File: src/rtl/fifo_pkg.sv
// ============================================================================
//  Module      : fifo_pkg
//  Description : Shared helpers for the asynchronous FIFO pointer controllers.
//                Provides the depth derivation, the default almost-full rule
//                and binary/Gray conversions.
//                The conversions work on 32-bit values. Callers zero-extend
//                their pointer, then cast the result back to the pointer
//                width. A zero-extended Gray code converts to a
//                zero-extended binary value, so truncation is exact.
//  Revision    : 1.0 - initial release
// ============================================================================
`default_nettype none

package fifo_pkg;

    localparam int unsigned C_FN_WIDTH = 32;

    // Number of FIFO entries for a given address width.
    function automatic int unsigned fifo_depth(input int unsigned addr_width);
        return 32'd1 << addr_width;
    endfunction

    // Default almost-full threshold: two entries short of full.
    function automatic int unsigned afull_default(input int unsigned addr_width);
        return (32'd1 << addr_width) - 32'd2;
    endfunction

    function automatic logic [C_FN_WIDTH-1:0] bin2gray(input logic [C_FN_WIDTH-1:0] bin);
        return bin ^ (bin >> 1);
    endfunction

    // Each binary bit is the XOR of all Gray bits at or above it.
    function automatic logic [C_FN_WIDTH-1:0] gray2bin(input logic [C_FN_WIDTH-1:0] gray);
        logic [C_FN_WIDTH-1:0] bin;
        bin[C_FN_WIDTH-1] = gray[C_FN_WIDTH-1];
        for (int i = C_FN_WIDTH - 2; i >= 0; i--) begin
            bin[i] = bin[i+1] ^ gray[i];
        end
        return bin;
    endfunction

endpackage

`default_nettype wire

File: src/rtl/fifo_wptr_ctrl_if.sv
// ============================================================================
//  Module      : fifo_wptr_ctrl_if
//  Description : Write-side pointer bus of the asynchronous FIFO.
//                master : the write pointer controller (drives pointers and
//                         flags, receives the request and the read pointer)
//                slave  : the write client / read side / memory
//                W_Ovf exists only when W_FIFO_OVF_EN is defined.
//  Revision    : 1.0 - initial release
// ============================================================================
`default_nettype none

interface fifo_wptr_ctrl_if #(
    parameter int ADDR_WIDTH = 4
) ();
    logic                  W_inc;
    logic [ADDR_WIDTH:0]   R_ptr;
    logic [ADDR_WIDTH:0]   W_ptr;
    logic [ADDR_WIDTH-1:0] W_Addr;
    logic                  W_en;
    logic                  W_Full;
    logic                  W_Afull;
    logic [ADDR_WIDTH:0]   W_Level;
`ifdef W_FIFO_OVF_EN
    logic                  W_Ovf;
`endif

    modport master (
        input  W_inc, R_ptr,
        output W_ptr, W_Addr, W_en, W_Full, W_Afull, W_Level
`ifdef W_FIFO_OVF_EN
        , output W_Ovf
`endif
    );

    modport slave (
        output W_inc, R_ptr,
        input  W_ptr, W_Addr, W_en, W_Full, W_Afull, W_Level
`ifdef W_FIFO_OVF_EN
        , input W_Ovf
`endif
    );
endinterface

`default_nettype wire

File: src/rtl/cdc_ptr_sync.sv
// ============================================================================
//  Module      : cdc_ptr_sync
//  Description : Multi-flop synchroniser for a Gray-coded pointer.
//                Ports: clk, rst (sync, active-high), i_d (foreign-domain
//                pointer), o_q (synchronised pointer, STAGES cycles late).
//  Revision    : 1.0 - initial release
// ============================================================================
`default_nettype none

module cdc_ptr_sync #(
    parameter int STAGES = 2,
    parameter int WIDTH  = 5
) (
    input  wire logic             clk,
    input  wire logic             rst,
    input  wire logic [WIDTH-1:0] i_d,
    output wire logic [WIDTH-1:0] o_q
);

    generate
        if (STAGES < 2) begin : g_bad_stages
            $error("cdc_ptr_sync: STAGES must be at least 2");
        end
    endgenerate

    logic [WIDTH-1:0] r_chain_q [STAGES];

    always_ff @(posedge clk) begin
        if (rst) begin
            for (int i = 0; i < STAGES; i++) begin
                r_chain_q[i] <= '0;
            end
        end else begin
            r_chain_q[0] <= i_d;
            for (int i = 1; i < STAGES; i++) begin
                r_chain_q[i] <= r_chain_q[i-1];
            end
        end
    end

    assign o_q = r_chain_q[STAGES-1];

endmodule

`default_nettype wire

File: src/rtl/fifo_wptr_ctrl.sv
// ============================================================================
//  Module      : fifo_wptr_ctrl
//  Description : Write-side pointer controller of the asynchronous FIFO.
//                Keeps the binary write pointer and the Gray write pointer.
//                Produces registered full, almost-full and fill level
//                against the synchronised read pointer. Writes attempted
//                while full are dropped.
//                Ports: W_CLK, W_rst (sync, active-high), bus (master
//                modport: W_inc, R_ptr in; W_ptr, W_Addr, W_en, W_Full,
//                W_Afull, W_Level [, W_Ovf] out).
//                Optional macro W_FIFO_OVF_EN adds the sticky W_Ovf flag.
//  Revision    : 1.0 - initial release
// ============================================================================
`default_nettype none

module fifo_wptr_ctrl
    import fifo_pkg::*;
#(
    parameter int ADDR_WIDTH  = 4,
    parameter int SYNC_STAGES = 2,
    parameter int AFULL_LEVEL = int'(afull_default(ADDR_WIDTH))
) (
    input  wire logic          W_CLK,
    input  wire logic          W_rst,
    fifo_wptr_ctrl_if.master   bus
);

    localparam int C_PW    = ADDR_WIDTH + 1;
    localparam int C_DEPTH = int'(fifo_depth(ADDR_WIDTH));

    generate
        if (ADDR_WIDTH < 2) begin : g_bad_addr_width
            $error("fifo_wptr_ctrl: ADDR_WIDTH must be at least 2");
        end
        if (AFULL_LEVEL < 1 || AFULL_LEVEL > C_DEPTH) begin : g_bad_afull
            $error("fifo_wptr_ctrl: AFULL_LEVEL must be in 1..DEPTH");
        end
    endgenerate

    // Read pointer brought into the write domain.
    logic [C_PW-1:0] w_wq_rptr;
    logic [C_PW-1:0] w_rbin;

    cdc_ptr_sync #(
        .STAGES (SYNC_STAGES),
        .WIDTH  (C_PW)
    ) u_rptr_sync (
        .clk (W_CLK),
        .rst (W_rst),
        .i_d (bus.R_ptr),
        .o_q (w_wq_rptr)
    );

    assign w_rbin = C_PW'(gray2bin(C_FN_WIDTH'(w_wq_rptr)));

    logic [C_PW-1:0] r_wbin_q,  w_wbin_d;
    logic [C_PW-1:0] r_gray_q,  w_gray_d;
    logic [C_PW-1:0] r_level_q, w_level_d;
    logic            r_full_q,  w_full_d;
    logic            r_afull_q, w_afull_d;
    logic            w_en;

    always_comb begin
        w_en      = bus.W_inc & ~r_full_q;
        w_wbin_d  = r_wbin_q + C_PW'(w_en);
        w_gray_d  = C_PW'(bin2gray(C_FN_WIDTH'(w_wbin_d)));
        // Full when the write pointer is exactly one lap ahead of the read
        // pointer. In Gray code, a one-lap offset flips the two MSBs and
        // leaves the lower bits equal.
        w_full_d  = (w_gray_d == {~w_wq_rptr[C_PW-1:C_PW-2], w_wq_rptr[C_PW-3:0]});
        // Modulo subtraction stays correct across pointer wrap.
        w_level_d = w_wbin_d - w_rbin;
        w_afull_d = (C_FN_WIDTH'(w_level_d) >= C_FN_WIDTH'(AFULL_LEVEL));
    end

    always_ff @(posedge W_CLK) begin
        if (W_rst) begin
            r_wbin_q  <= '0;
            r_gray_q  <= '0;
            r_level_q <= '0;
            r_full_q  <= 1'b0;
            r_afull_q <= 1'b0;
        end else begin
            r_wbin_q  <= w_wbin_d;
            r_gray_q  <= w_gray_d;
            r_level_q <= w_level_d;
            r_full_q  <= w_full_d;
            r_afull_q <= w_afull_d;
        end
    end

`ifdef W_FIFO_OVF_EN
    logic r_ovf_q, w_ovf_d;

    always_comb begin
        w_ovf_d = r_ovf_q | (bus.W_inc & r_full_q);
    end

    always_ff @(posedge W_CLK) begin
        if (W_rst) begin
            r_ovf_q <= 1'b0;
        end else begin
            r_ovf_q <= w_ovf_d;
        end
    end

    assign bus.W_Ovf = r_ovf_q;
`endif

    assign bus.W_en    = w_en;
    assign bus.W_Addr  = r_wbin_q[ADDR_WIDTH-1:0];
    assign bus.W_ptr   = r_gray_q;
    assign bus.W_Full  = r_full_q;
    assign bus.W_Afull = r_afull_q;
    assign bus.W_Level = r_level_q;

endmodule

`default_nettype wire

File: src/flat_wrapper.sv
// flat-port wrapper written by rule: the top's interface ports become plain ports
module fifo_wptr_ctrl_flat import fifo_pkg::*;
#(
    parameter int ADDR_WIDTH  = 4,
    parameter int SYNC_STAGES = 2,
    parameter int AFULL_LEVEL = int'(afull_default(ADDR_WIDTH))
)
  (W_CLK, W_rst, bus_W_inc, bus_R_ptr, bus_W_ptr, bus_W_Addr, bus_W_en, bus_W_Full, bus_W_Afull, bus_W_Level);
  fifo_wptr_ctrl_if #(.ADDR_WIDTH(ADDR_WIDTH)) bus_i ();
  input  wire logic W_CLK;
  input  wire logic W_rst;
  input wire logic [$bits(bus_i.W_inc)-1:0] bus_W_inc;
  input wire logic [$bits(bus_i.R_ptr)-1:0] bus_R_ptr;
  output wire logic [$bits(bus_i.W_ptr)-1:0] bus_W_ptr;
  output wire logic [$bits(bus_i.W_Addr)-1:0] bus_W_Addr;
  output wire logic [$bits(bus_i.W_en)-1:0] bus_W_en;
  output wire logic [$bits(bus_i.W_Full)-1:0] bus_W_Full;
  output wire logic [$bits(bus_i.W_Afull)-1:0] bus_W_Afull;
  output wire logic [$bits(bus_i.W_Level)-1:0] bus_W_Level;
  assign bus_i.W_inc = bus_W_inc;
  assign bus_i.R_ptr = bus_R_ptr;
  assign bus_W_ptr = bus_i.W_ptr;
  assign bus_W_Addr = bus_i.W_Addr;
  assign bus_W_en = bus_i.W_en;
  assign bus_W_Full = bus_i.W_Full;
  assign bus_W_Afull = bus_i.W_Afull;
  assign bus_W_Level = bus_i.W_Level;
  fifo_wptr_ctrl #(.ADDR_WIDTH(ADDR_WIDTH), .SYNC_STAGES(SYNC_STAGES), .AFULL_LEVEL(AFULL_LEVEL)) u_core (.W_CLK(W_CLK), .W_rst(W_rst), .bus(bus_i));
endmodule
File: config.mk
export PLATFORM = sky130hd
export DESIGN_NAME = fifo_wptr_ctrl_flat
export DESIGN_NICKNAME = d
export VERILOG_FILES = /design/src/rtl/fifo_pkg.sv /design/src/rtl/fifo_wptr_ctrl_if.sv /design/src/rtl/cdc_ptr_sync.sv /design/src/rtl/fifo_wptr_ctrl.sv /design/src/flat_wrapper.sv
export SDC_FILE = /design/constraint.sdc
export NUM_CORES = 1
export LEC_CHECK = 0
export ABC_AREA = 1
export CORE_UTILIZATION = 30
export CTS_CLUSTER_SIZE = 14
export DETAILED_ROUTE_END_ITERATION = 7
export DONT_BUFFER_PORTS = 1
export GPL_TIMING_DRIVEN = 0
export PLACE_DENSITY_LB_ADDON = 0.2
export RECOVER_POWER = 50
export SLEW_MARGIN = 10
export SYNTH_ARGS = -nofsm -noshare
export SYNTH_HDL_FRONTEND = slang
export SYNTH_SLANG_ARGS = --single-unit
File: constraint.sdc
create_clock -name W_CLK -period 3.7 [get_ports W_CLK]
set_input_delay 0.74 -clock W_CLK [delete_from_list [all_inputs] [get_ports W_CLK]]
set_output_delay 0.74 -clock W_CLK [all_outputs]
set_load 0.02 [all_outputs]
# Yosys cells after proc, flatten, opt, wreduce, memory -nomap -nowiden
# Memories as Yosys holds them, arrays and structs flattened.
# Cells that the tools add are included.
# totals
reg_bits	17
mem_bits_rw	10
input_bits	8
output_inout_bits	17
elab_cells	25
memories	1
# memory_table
memory	depth	word_bits	rd	rd_clocked_by_memory_dff	write_ports	line_no	text
u_core.u_rptr_sync.r_chain_q	2	5	2	0	2	cdc_ptr_sync.sv:26	logic [WIDTH-1:0] r_chain_q [STAGES];
# op_classes
addsub	2
magnitude_cmp	1
n_eq_ne	1
muxes	5
bitwise	10
# op_table
op	count
5-bit 2-to-1 mux	2
5-bit by 1-bit adder with 5-bit output	1
5-bit equality test	1
5-bit by 4-bit >= comparator with 1-bit output (second input constant)	1
5-bit subtractor	1
5-bit by 4-bit XOR with 5-bit output	1
1-bit XOR	4
1-bit 2-to-1 mux	3
2-bit inverter	1
1-bit OR	2
1-bit bitwise AND	1
1-bit inverter	1

# Depth between registers and ports, before layout
# logic_depth
depth_word	6
mapped_depth	14
mapped_depth_nobuf	14

# By module
# Synthesis repeated with hierarchy kept, for this count alone.
# hier_totals
hier_cells	179
hier_area_um2	1302.5
# modules_own_cells
mod	instances	cells_per_inst	area_each_um2	seq_area_each_um2
fifo_wptr_ctrl	1	143	978.4	320.3
cdc_ptr_sync	1	36	324.1	200.2

# Worst setup path after synthesis
# No wires, ideal clock.
# synth_timing
kind	input to register
startpoint	input port bus_W_inc
endpoint	register u_core.r_afull_q (netlist: u_core.bus.W_Afull)
setup_ns	0.114
arrival_time_ns	2.582
t_required_ns	3.586
slack_ns	1.004
stages	12
path_buffers	0
path_cell_list	inv_1 -> nor2_1 -> ha_1 -> inv_1 -> nand2_2 -> nand2_2 -> fa_1 -> o21bai_1 -> a21oi_1 -> nand3b_1 -> nand3_2 -> nand2_1
# synth_between
elab_chain_len	4
# synth_rtl
element	line_no	text
start, declared	flat_wrapper.sv:12	input wire logic [$bits(bus_i.W_inc)-1:0] bus_W_inc;
1-bit bitwise AND	fifo_wptr_ctrl.sv:64	w_en = bus.W_inc & ~r_full_q;
net bus_W_en	flat_wrapper.sv:16	output wire logic [$bits(bus_i.W_en)-1:0] bus_W_en;
5-bit by 1-bit adder with 5-bit output	fifo_wptr_ctrl.sv:65	w_wbin_d = r_wbin_q + C_PW'(w_en);
5-bit subtractor	fifo_wptr_ctrl.sv:72	w_level_d = w_wbin_d - w_rbin;
5-bit by 4-bit >= comparator with 1-bit output	fifo_wptr_ctrl.sv:73	w_afull_d = (C_FN_WIDTH'(w_level_d) >= C_FN_WIDTH'(AFULL_LEVEL));
end signal, assigned	fifo_wptr_ctrl.sv:88	r_afull_q <= w_afull_d;
end, declared	fifo_wptr_ctrl.sv:60	logic r_afull_q, w_afull_d;
# The timed path passes the listed nets, and every way through them passes these cells.
# A chain may end at the register's enable or synchronous reset.

# Final worst setup path
# Same ends and word-level chain as after synthesis.

==> flow_metrics.tcl <==
set metrics [dict create \
    syn-instance-count 170 \
    layout_commonest_cell "nand2_1" \
    leakage_nw 0.663 \
    status "complete, no violations" \
    intPower_mw 0.438 \
    avgRoutedWirePerCell_um 10.8 \
    initial_utilization_pct 31.3 \
    synth_nets 185 \
    grt_overflow 0 \
    clk_pin_slew_ns 0.09 \
    nets 190 \
    globalplace.congestion 0.846 \
    dp_hpwl_um 1940 \
    grt_pass1_vias 983 \
    cts.sinks 26 \
    relSlewSlack_pct 66.3 \
    fin_skew_ns 0.00419 \
    grt_max_degree 15 \
    syn_to_final_growth_pct 9.40 \
    vias 974 \
    dr.pass1.iters 4 \
    comb_power_share_pct 16.3 \
    antenna_found_initial 0 \
    yosysWarnings 0 \
    hold_class "register to register" \
    max_freq_mhz 385 \
    core_mm2 0.00400 \
    netlist_area_mm2 0.00125 \
    post-place-ws_ns 0.800 \
    antenna_left 0 \
    synthDistinctLibCells 24 \
    io_pins 25 \
    port_buffers 0 \
    wl_um 2430 \
    critPathLaunch "bus_W_inc" \
    setup_violations 0 \
    tns_ns 0 \
    cts_tree "done" \
    path_class "input pin to register" \
    startpoint_type "input pin" \
    crit_path_end_kind "register" \
    period_minus_slack_ns 2.60 \
    final_cell_mix "nand2_1 (35), inv_1 (27), dfxtp_1 (26)" \
    arrival_ns 2.77 \
    irDropWorstVdd_mv 0.146 \
    ys_ff_latch 26 \
    gr-usage-all-layers_pct 13.1 \
    drive_gt1_share_pct 13.2 \
    hold_viol 0 \
    max_cap_viol_count 0 \
    crit_required_ns 3.87 \
    finalMaxSlewViolations 0 \
    post-cts-setup-buffer-count 0 \
    cts_buffer_depth 2 \
    seq_power_share_pct 53.9 \
    r2r_start "u_core.bus.W_Full$_SDFF_PP0_" \
    fin_crit_sh_pct 70.3 \
    synth.avg_cell_area_um2 7.36 \
    tightest_slew_ns 0.506 \
    grt_pass1_wl_um 4240 \
    hp-start "u_core.u_rptr_sync.r_chain_q[0][0]$_SDFF_PP0_" \
    pwr-share-clk_pct 29.8 \
    post-route-util_pct 34.2 \
    clk_latency_ns 0.27 \
    drt_iter0_drc 33 \
    setup_slack_ns 1.10 \
    ctsHtreeMaxLevel 1 \
    die_height_um 66.6 \
    drc_errors 0 \
    hold_buffers 0 \
    via_per_inst 4.35 \
    dieArea_mm2 0.00443 \
    swShare_pct 29.8 \
    p_switching_mw 0.186 \
    dieWidth_um 66.6 \
    cts-root-buf "clkbuf_8" \
    cellPowerDensity_mw_per_mm2 456 \
    rows 23 \
    crit_fanout 5 \
    diodes 0 \
    synth-seq-area-share_pct 41.6 \
    cts_resized 0 \
    rsz0062_at_grt "false" \
    cts-buffers-inserted 3 \
]
[synth_stat cells]
cell type | number | area share (%)
o21ai_2 | 1 | 0.70
xnor2_1 | 1 | 0.70
inv_1 | 27 | 8.1
xor2_1 | 2 | 1.4
nor2_2 | 1 | 0.50
a21oi_1 | 4 | 1.6
nor2_1 | 24 | 7.2
nand3b_1 | 2 | 1.2
inv_2 | 3 | 0.90
o21ai_0 | 1 | 0.40
ha_1 | 6 | 6.0
o21ai_1 | 1 | 0.40
fa_1 | 1 | 1.6
dfxtp_1 | 26 | 42
clkbuf_1 | 2 | 0.60
nand3_1 | 17 | 6.8
nand2_2 | 9 | 4.5
nand3_2 | 1 | 0.80
buf_6 | 1 | 0.90
nand2_1 | 35 | 11
o21bai_1 | 1 | 0.60
or2_4 | 1 | 0.70
nand2_4 | 2 | 1.8
nand4_1 | 1 | 0.50
[power groups by stage]
stage	logic, mW	clock network, mW	registers, mW
finish	0.102	0.186	0.337
global route	0.120	0.210	0.340
CTS	0.103	0.194	0.338
detailed placement	0.103	0	0.344
global placement	0.101	0	0.344
floorplan	0.0846	0	0.341
[layout make-up]
cell class	count	area (um2)
Sequential cell	26	520
Buffer	3	18.8
Fill cell	437	2630
Multi-Input combinational cell	111	599
Tap cell	50	62.6
Clock buffer	4	55.1
Inverter	30	113
[critical path: stages]
cell	delay, ns
inv_1	0.02
nor2_1	0.38
ha_1	0.33
inv_1	0.09
nand2_2	0.09
nand2_2	0.10
fa_1	0.47
o21bai_1	0.17
a21oi_1	0.10
nand3b_1	0.17
nand3_2	0.08
nand2_1	0.05
[per-stage QoR]
stage          power, mW  hold slack (ns)  instances  area, um2
2_1_floorplan      0.426            0.388        170       1250
3_3_place_gp       0.445            0.392        220       1310
3_5_place_dp       0.447            0.394        220       1310
4_1_cts            0.634            0.407        224       1370
5_1_grt            0.670            0.433        224       1370
6_report           0.625            0.407        224       1370
[cells by family (layout without fill, tap and decap cells)]
logic type      after synthesis  after routing  share of synthesized area (%)
simple gates                 93             93                           34.5
buf+inv                      33             37                           10.5
flops                        26             26                           41.6
compound gates                8              8                           3.70
fa+ha+maj                     7              7                           7.60
xor+xnor                      3              3                           2.10
[layer usage]
layer	up-vias	share of wire (%)	GRT usage [%]
met3	5	2.7	2.91
met2	14	51	23.5
met1	428	44	14.3
met5	-	0	0
li1	527	-	-
met4	0	2.0	6.38
[flip-flops by register name (all words and copies together), names as in the netlist]
name                          count
u_core.r_wbin_q                   4
u_core.bus.W_Afull                1
u_core.bus.W_Full                 1
u_core.u_rptr_sync.r_chain_q     10
u_core.bus.W_Level                5
u_core.bus.W_ptr                  5
[final timing paths]
| kind | to | slack (ns) | cells after the start |
|---|---|---|---|
| min | u_core.u_rptr_sync.r_chain_q[0][5]$_SDFF_PP0_ | 0.41 | 2 |
| min reg2reg | u_core.u_rptr_sync.r_chain_q[0][5]$_SDFF_PP0_ | 0.41 | 2 |
| max reg2reg | u_core.bus.W_Afull$_SDFF_PP0_ | 1.15 | 11 |
| max | u_core.bus.W_Afull$_SDFF_PP0_ | 1.10 | 12 |
Note: power is estimated with default switching activity, not from simulation.
